==> config.mk <==
export PLATFORM = sky130hd
export DESIGN_NAME = serial_add_sequencer
export DESIGN_NICKNAME = d
export VERILOG_FILES = /design/src/rtl/serial_add_sequencer.sv
export SDC_FILE = /design/constraint.sdc
export NUM_CORES = 1
export LEC_CHECK = 0
export CORE_MARGIN = 3
export CORE_UTILIZATION = 49
export DETAILED_ROUTE_END_ITERATION = 10
export PLACE_DENSITY = 0.76
export SYNTH_ARGS = -nofsm -noshare
export SYNTH_HDL_FRONTEND = slang
export SYNTH_SLANG_ARGS = --single-unit
==> constraint.sdc <==
create_clock -name clk -period 1.6 [get_ports clk]
set_input_delay 0.24 -clock clk [delete_from_list [all_inputs] [get_ports clk]]
set_output_delay 0.24 -clock clk [all_outputs]
set_load 0.03 [all_outputs]
==> src/rtl/serial_add_sequencer.sv <==
// Bit-serial N-bit adder: one time-shared full-adder cell (two half adders + OR)
// walks the operands LSB-first under a start/busy/done handshake.

module half_adder (
    input  logic x,
    input  logic y,
    output logic s,
    output logic c
);
    assign s = x ^ y;
    assign c = x & y;
endmodule

module serial_add_sequencer #(
    parameter int N  = 4,
    parameter int CW = 3
) (
    input  logic         clk,
    input  logic         rst,
    input  logic         start,
    input  logic [N-1:0] a,
    input  logic [N-1:0] b,
    output logic         busy,
    output logic         done,
    output logic [N-1:0] sum,
    output logic         cout
);
    typedef enum logic [1:0] {
        IDLE = 2'd0,
        RUN  = 2'd1,
        DONE = 2'd2
    } state_t;

    state_t         state;
    state_t         state_next;
    logic           busy_next;
    logic           done_next;

    logic [N-1:0]   sa;
    logic [N-1:0]   sb;
    logic [N-2:0]   sr;
    logic           carry;
    logic [CW-1:0]  cnt;

    logic           p;
    logic           g1;
    logic           s;
    logic           g2;
    logic           carry_next;
    logic [N-1:0]   sr_full;

    logic           accept;
    logic           last_bit;
    logic           state_bad;

    half_adder ha1 (.x(sa[0]), .y(sb[0]), .s(p), .c(g1));
    half_adder ha2 (.x(p),     .y(carry), .s(s), .c(g2));

    assign carry_next = g1 | g2;
    // Previously produced bits plus this cycle's bit, already in final LSB-first order.
    assign sr_full    = {s, sr};

    assign accept    = start && ((state == IDLE) || (state == DONE));
    assign last_bit  = (state == RUN) && (cnt == CW'(N - 1));
    assign state_bad = !((state == IDLE) || (state == RUN) || (state == DONE));

    always_ff @(posedge clk) begin
        if (rst || state_bad) begin
            state <= IDLE;
            busy  <= 1'b0;
            done  <= 1'b0;
            sum   <= '0;
            cout  <= 1'b0;
            carry <= 1'b0;
            cnt   <= '0;
            sa    <= '0;
            sb    <= '0;
            sr    <= '0;
        end else begin
            state <= state_next;
            busy  <= busy_next;
            done  <= done_next;
            if (accept) begin
                sa    <= a;
                sb    <= b;
                carry <= 1'b0;
                cnt   <= '0;
            end else if (state == RUN) begin
                carry <= carry_next;
                sr    <= sr_full[N-1:1];
                sa    <= {1'b0, sa[N-1:1]};
                sb    <= {1'b0, sb[N-1:1]};
                if (last_bit) begin
                    sum  <= sr_full;
                    cout <= carry_next;
                end else begin
                    cnt <= cnt + CW'(1);
                end
            end
        end
    end

    always_comb begin
        state_next = IDLE;
        case (state)
            IDLE:    state_next = start ? RUN : IDLE;
            RUN:     state_next = last_bit ? DONE : RUN;
            DONE:    state_next = start ? RUN : IDLE;
            default: state_next = IDLE;
        endcase
    end

    // busy/done are registered, so they are decoded from the state being entered.
    always_comb begin
        busy_next = (state_next == RUN);
        done_next = (state_next == DONE);
    end

endmodule

==> results of run 1 <==
[routing by layer]
metal / global-route usage / part of all wire / up-vias
met1: 0.1922 / 0.47 / 339
met5: 0 / 0 / -
li1: - / - / 371
met4: 0.09417 / 0.020 / 0
met3: 0.01780 / 0.041 / 4
met2: 0.2457 / 0.47 / 14
[layout make-up]
cell class	count	area share
sequential	24	0.3914
multi-input combinational	65	0.3670
timing repair buffer	20	0.1672
tap	25	0.02548
clock inverter	1	0.02446
clock buffer	3	0.01835
inverter	2	0.006116
[cells in the mapped netlist, drive strengths merged, types with 2 or more instances]
cell type,count
a211oi,6
mux2i,13
nand3,4
inv,2
buf,5
dfxtp,24
a21oi,5
ha,2
nor2,18
nor3,2
nand2b,6
[sequential cells by signal (all words and copies together) (netlist names)]
register / flops
sum: 4
sa: 4
sb: 4
done: 1
cout: 1
busy: 1
cnt: 3
sr: 3
carry: 1
state: 2
[per-stage QoR]
step             util  total power [µW]  cell area [µm²]
6_report       0.6813              1208             1227
5_1_grt        0.6813              1269             1227
4_1_cts        0.6708              1220             1209
3_5_place_dp   0.6417             790.8             1156
3_3_place_gp   0.6417             786.6             1156
2_1_floorplan       -             744.3            965.9
[cells in the final DEF (no fill, tap or decap), drive strengths merged, types with 3 or more instances in the layout]
cell,synthesis,final
buf,5,3
mux2i,13,13
dfxtp,24,24
nand3,4,4
clkbuf,0,3
a21oi,5,5
a211oi,6,6
dlymetal6s2s,0,5
nor2,18,18
nand2b,6,6
clkdlybuf4s50,0,12
[report_power, final]
part           switching (µW)  internal, µW  total [µW]
Sequential               18.7           624         643
Combinational            63.7          72.4         136
Clock                     176           253         429
[worst max-delay path by stage]
stage          startpoint      to
2_1_floorplan      cnt[0]  cnt[2]
3_3_place_gp        start  cnt[2]
3_5_place_dp        start  cnt[2]
4_1_cts            sum[2]  sum[2]
5_1_grt              done    done
6_report             done    done
[repair_timing]
item / CTS / global route
endpoints found under the setup margin: 0 / 6
gates resized for setup: 0 / 6
buffers inserted: 0 / 0
[kinds of logic after synthesis]
| family | Yosys count |
|---|---|
| buffers and inverters | 7 |
| and+or+nand+nor | 34 |
| DFF | 24 |
| muxes | 13 |
| AOI/OAI and AO/OA | 14 |
| xor gates and xnor gates | 1 |
| adders and majority gates | 3 |
==> metrics.csv, run 1 <==
metric,value,unit
hold_slack,0.4853,ns
ios,18,
grt_max_degree,15,
regToRegStartpoint,cnt[0],
wl_per_cell,11.95,µm
grt_pass1_wl,2884,µm
max_freq,649.4,MHz
drv_slew,0,
area_growth,27.07,%
required,1.36,ns
syn_nets,110,
async_reset_ff_frac,0,
synth_top_family_by_area,simple AND/OR/NAND/NOR gates,
synthSimpleGateAreaFrac,0.1749,
status,"complete, no violations",
gp_congestion,0.6924,
synth.mux.area_fraction,0.1347,
htree_levels,1,
dieArea,0.002540,mm²
fill_cells,159,
worstHoldPathType,flop to flop,
cp-end-kind,output pin,
netlist_top_cells_area,"dfxtp_1 (50%), mux2i_1 (13%), nor2_1 (7.0%)",
numCtsBuffers,3,
leakage,0.0006130,µW
dp.final_hpwl,1252,µm
instances_no_fill,140,
fin_crit_sh,0.9625,
rsz0062_at_grt,false,
peakVddDrop,0.6435,mV
core,0.001802,mm²
avgSynthCellArea,10.06,µm²
ys_seq_elements,24,
root_buffer,clkbuf_4,
yosysTopAreaCellShare,0.4974,
cp_num_cells,1,
path_cells,clkdlybuf4s50_1,
min_to,sr[0],
synth_edf_count,0,
min-delay-start,sr[0],
syn-cell-area,965.9,µm²
critPathMaxStageDelay,0.66,ns
avgViaCountPerCell,5.200,
startpoint_type,flop,
worst-path-buf-inv,1,
numClockSinks,24,
crit_type,flop to output pin,
ctsHoldBuffers,0,
cts_buffer_depth,2,
slowest_stage,clkdlybuf4s50_1,
synth_top_cell_by_area,dfxtp_1,
worst_pin_slew,0.4326,ns
portBuffers,17,
drt_iter0_markers,5,
tritoncts,built,
cts.clk_slew.worst_paths,0.13,ns
nNetsFinal,130,
arrival,1.30,ns
hold_viol,0,
seqCellArea,480.5,µm²
synth_compound_area_frac,0.09456,
postSynthCellCount,96,
reg2reg_to,cnt[2],
grt_pass1_vias,666,
r2r_cells,5,
via_count,728,
drive_gt1_frac,0.07826,
maxCapViolCount,0,
min_path_cells,2,
period_minus_slack,1.540,ns
row_count,15,
initial_core_util,0.5361,
multi_input_area,450.4,µm²
antenna_found_initial,0,
finalClockSkew,0.001135,ns
insertedDiodeCount,0,
synth-xor-area-share,0.009067,
synth-seq-area-share,0.4974,
r2r_setup_slack,0.17,ns
drt-pass1-iter-count,3,
fp.dieH,50.40,µm
cp_top_family,buffers and inverters,
detail-route-antenna-nets,0,
drt_wl_total,1673,µm
slew_headroom,0.7116,
place_ws,0.06871,ns
synthAdderAreaFrac,0.04663,
power_density,984.5,mW/mm²
gr-total-overflow,0,
grt_util_all_layers,0.1521,
finalWorstSetupSlack,0.06008,ns
synth_cell_type_count,22,
dp.cells,136,
clock_latency,0.31,ns
fin_setup_tns,0,ns
cp_max_fo,1,
drcViolationCount,0,
setup_violations,0,
ys.flop_type,dfxtp_1,
chipWidth,50.40,µm
ys_warn_count,0,
Power figures use the tool's default switching activity.
==> run 2: changes to the inputs <==
--- a/config.mk
+++ b/config.mk
@@ -5,6 +5,7 @@
 export SDC_FILE = /design/constraint.sdc
 export NUM_CORES = 1
 export LEC_CHECK = 0
+export ABC_CLOCK_PERIOD_IN_PS = 1600
 export CORE_MARGIN = 3
 export CORE_UTILIZATION = 49
 export DETAILED_ROUTE_END_ITERATION = 10
==> results of run 2 <==
Final layout, timing and power as in run 1 (identical DEF).
==> run 3: changes to the inputs <==
--- a/config.mk
+++ b/config.mk
@@ -7,9 +7,11 @@
 export LEC_CHECK = 0
 export ABC_CLOCK_PERIOD_IN_PS = 1600
 export CORE_MARGIN = 3
-export CORE_UTILIZATION = 49
+export CORE_UTILIZATION = 50
 export DETAILED_ROUTE_END_ITERATION = 10
-export PLACE_DENSITY = 0.76
+export PLACE_DENSITY = 0.77
+export RECOVER_POWER = 50
 export SYNTH_ARGS = -nofsm -noshare
 export SYNTH_HDL_FRONTEND = slang
+export SYNTH_HIERARCHICAL = 1
 export SYNTH_SLANG_ARGS = --single-unit
==> run 3 against run 2 <==
Via count up 10%. Synthesized cell count grew 9.4%. First-iteration DRC count grew to 2.8 times the previous value. Cell area grew 1.2%. Critical endpoint unchanged. Critical path depth is the same. Die area rose by 1.5%. Clock skew increased by 0.0031 ns. Combinational power grew 28%. Clock-buffer cell count stayed put. Global-route usage increased by 2.5 points. Worst hold slack worse by 0.020 ns.
==> metrics.csv, run 3 <==
metric,value,unit
initial_core_util,0.5562,
hold_viol,0,
cp_max_fo,1,
yosysMostFrequentCell,dfxtp_1,
placed_cell_area,0.001220,mm²
synth_cell_type_count,26,
nNetsFinal,145,
fp.dieH,50.77,µm
via_count,802,
p_sw_frac,0.2276,
finalWorstSetupSlack,0.05739,ns
antenna_found_initial,0,
fin_crit_sh,0.9641,
max_freq,648.3,MHz
arrival,1.30,ns
drive_gt1_frac,0.1473,
synthTopCellsByCount,"dfxtp_1 (24), a21oi_1 (11), nor2_1 (11)",
core,0.001802,mm²
dp.final_hpwl,1448,µm
portBuffers,17,
avgViaCountPerCell,5.208,
status,"complete, no violations",
worst-path-buf-inv,1,
ios,18,
setup_violations,0,
period_minus_slack,1.543,ns
chipWidth,50.77,µm
leakage,0.0004665,µW
startpoint_type,flop,
tritoncts,built,
drcViolationCount,0,
insertedDiodeCount,0,
dp.cells,148,
regToRegStartpoint,cnt[0],
detail-route-antenna-nets,0,
gp_congestion,0.7668,
wl_per_cell,12.96,µm
netlist_top_cells_area,"dfxtp_1 (48%), a21oi_1 (5.5%), ha_1 (5.0%)",
maxCapViolCount,0,
peakVddDrop,0.6755,mV
htree_levels,1,
met2_usage,0.2826,
grt_pass1_vias,772,
pwr-share-comb,0.139,
ctsHoldBuffers,0,
syn-cell-area,0.001002,mm²
met3_usage,0.03561,
yosysTopAreaCellShare,0.4794,
place_ws,0.1190,ns
ys.flop_type,dfxtp_1,
crit_type,flop to output pin,
finalClockSkew,0.004269,ns
synth-seq-area-share,0.4794,
slowest_stage,clkdlybuf4s50_1,
rsz0062_at_grt,false,
async_reset_ff_frac,0,
layout_commonest_cell,dfxtp_1,
drt_wl_total,1996,µm
drt_iter0_markers,14,
cts.clk_slew.worst_paths,0.14,ns
drt-pass1-iter-count,4,
root_buffer,clkbuf_4,
grt_max_degree,15,
intPower,965.2,µW
row_count,15,
numClockSinks,24,
syn_nets,120,
stdcell_area,0.001242,mm²
avgSynthCellArea,9.545,µm²
clock_latency,0.31,ns
most-common-layout-cells,"dfxtp_1 (24), a21oi_1 (11), nor2_1 (11), clkdlybuf4s50_1 (11), nand2_1 (9)",
gr-total-overflow,0,
crit_start,done,
synth_top_cell_by_area,dfxtp_1,
numCtsBuffers,3,
fin_setup_tns,0,ns
power_density,1006,mW/mm²
postSynthCellCount,105,
instances_no_fill,154,
area_growth,23.97,%
grt-busiest-layer,met2,
dieArea,0.002578,mm²
ys_seq_elements,24,
ys_warn_count,6,
synth_edf_count,0,
cp_top_family,buffers and inverters,
grt_util_all_layers,0.1773,
fill_cells,160,
grt_pass1_wl,3463,µm
slew_headroom,0.6714,
met1_usage,0.2404,
reg_top3,"sa x4, sb x4, sum x4",
critPathMaxStageDelay,0.66,ns
cp-end-kind,output pin,
required,1.36,ns
worstHoldPathType,flop to flop,
min-delay-start,sum[2],
worst_pin_slew,0.4907,ns
cts_buffer_depth,2,
switching_power,284.5,µW
path_cells,clkdlybuf4s50_1,
clkPwrFrac,0.348,
seqPwrFrac,0.513,
drv_slew,0,
[run 3: area by class of cell]
type,count,area (µm²),area share
flip-flops and latches,24,480.5,0.3867
clock inverters,1,30.03,0.02417
inverters,1,3.754,0.003021
multi-input cells,74,474.2,0.3817
repair buffers,26,200.2,0.1611
well taps,25,31.28,0.02518
clock buffers,3,22.52,0.01813
[run 3: final timing paths]
path,depth (start not counted),to,slack [ns]
worst max register to register,6,cnt[0],0.10
worst min-delay path,2,sum[2],0.47
worst min register to register,2,sum[2],0.47
worst max-delay path,1,done,0.06
[run 3: per-layer routing]
layer,vias to the layer above,share of wire
met3,2,0.030
met2,16,0.47
met1,364,0.49
met4,0,0.0085
met5,-,0
li1,420,-
[run 3: per-stage QoR]
step | util | hold WS (ns) | power [µW]
6_report | 0.6896 | 0.4651 | 1250
5_1_grt | 0.6896 | 0.4921 | 1304
4_1_cts | 0.7063 | 0.4705 | 1252
3_5_place_dp | 0.6771 | 0.4528 | 824.5
3_3_place_gp | 0.6771 | 0.4445 | 821.5
2_1_floorplan | - | 0.4208 | 765.2
[run 3: repair_timing]
item                       in CTS  in global routing
resized for setup               0                  5
setup endpoints to repair       0                  6
setup buffers                   0                  2
[run 3: worst reg2reg max path: stages, from the launching register on]
cell and delay (ns):
dfxtp_1 0.35, ha_1 0.21, ha_1 0.28, nor3b_4 0.25, buf_4 0.15, xnor2_1 0.11
nor2_1 0.06
[run 3: cell families (layout without fill, tap and decap cells)]
| group | Yosys count | count (layout) | synth area share |
|---|---|---|---|
| XOR/XNOR | 1 | 1 | 0.008741 |
| multiplexers | 2 | 2 | 0.01998 |
| AND/OR/NAND/NOR | 45 | 45 | 0.2609 |
| adder cells (fa/ha/maj) | 4 | 4 | 0.04994 |
| buffers and inverters | 7 | 31 | 0.03994 |
| AO/OA/AOI/OAI | 22 | 22 | 0.1411 |
| flip-flops | 24 | 24 | 0.4794 |
[run 3: power by group through the flow]
stage | sequential [µW] | clock [µW] | combinational, µW
final | 641 | 435 | 174
after CTS | 641 | 438 | 172
after global placement | 654 | 0 | 168
after detailed placement | 654 | 0 | 170
after floorplan | 656 | 0 | 109
after global routing | 645 | 468 | 191
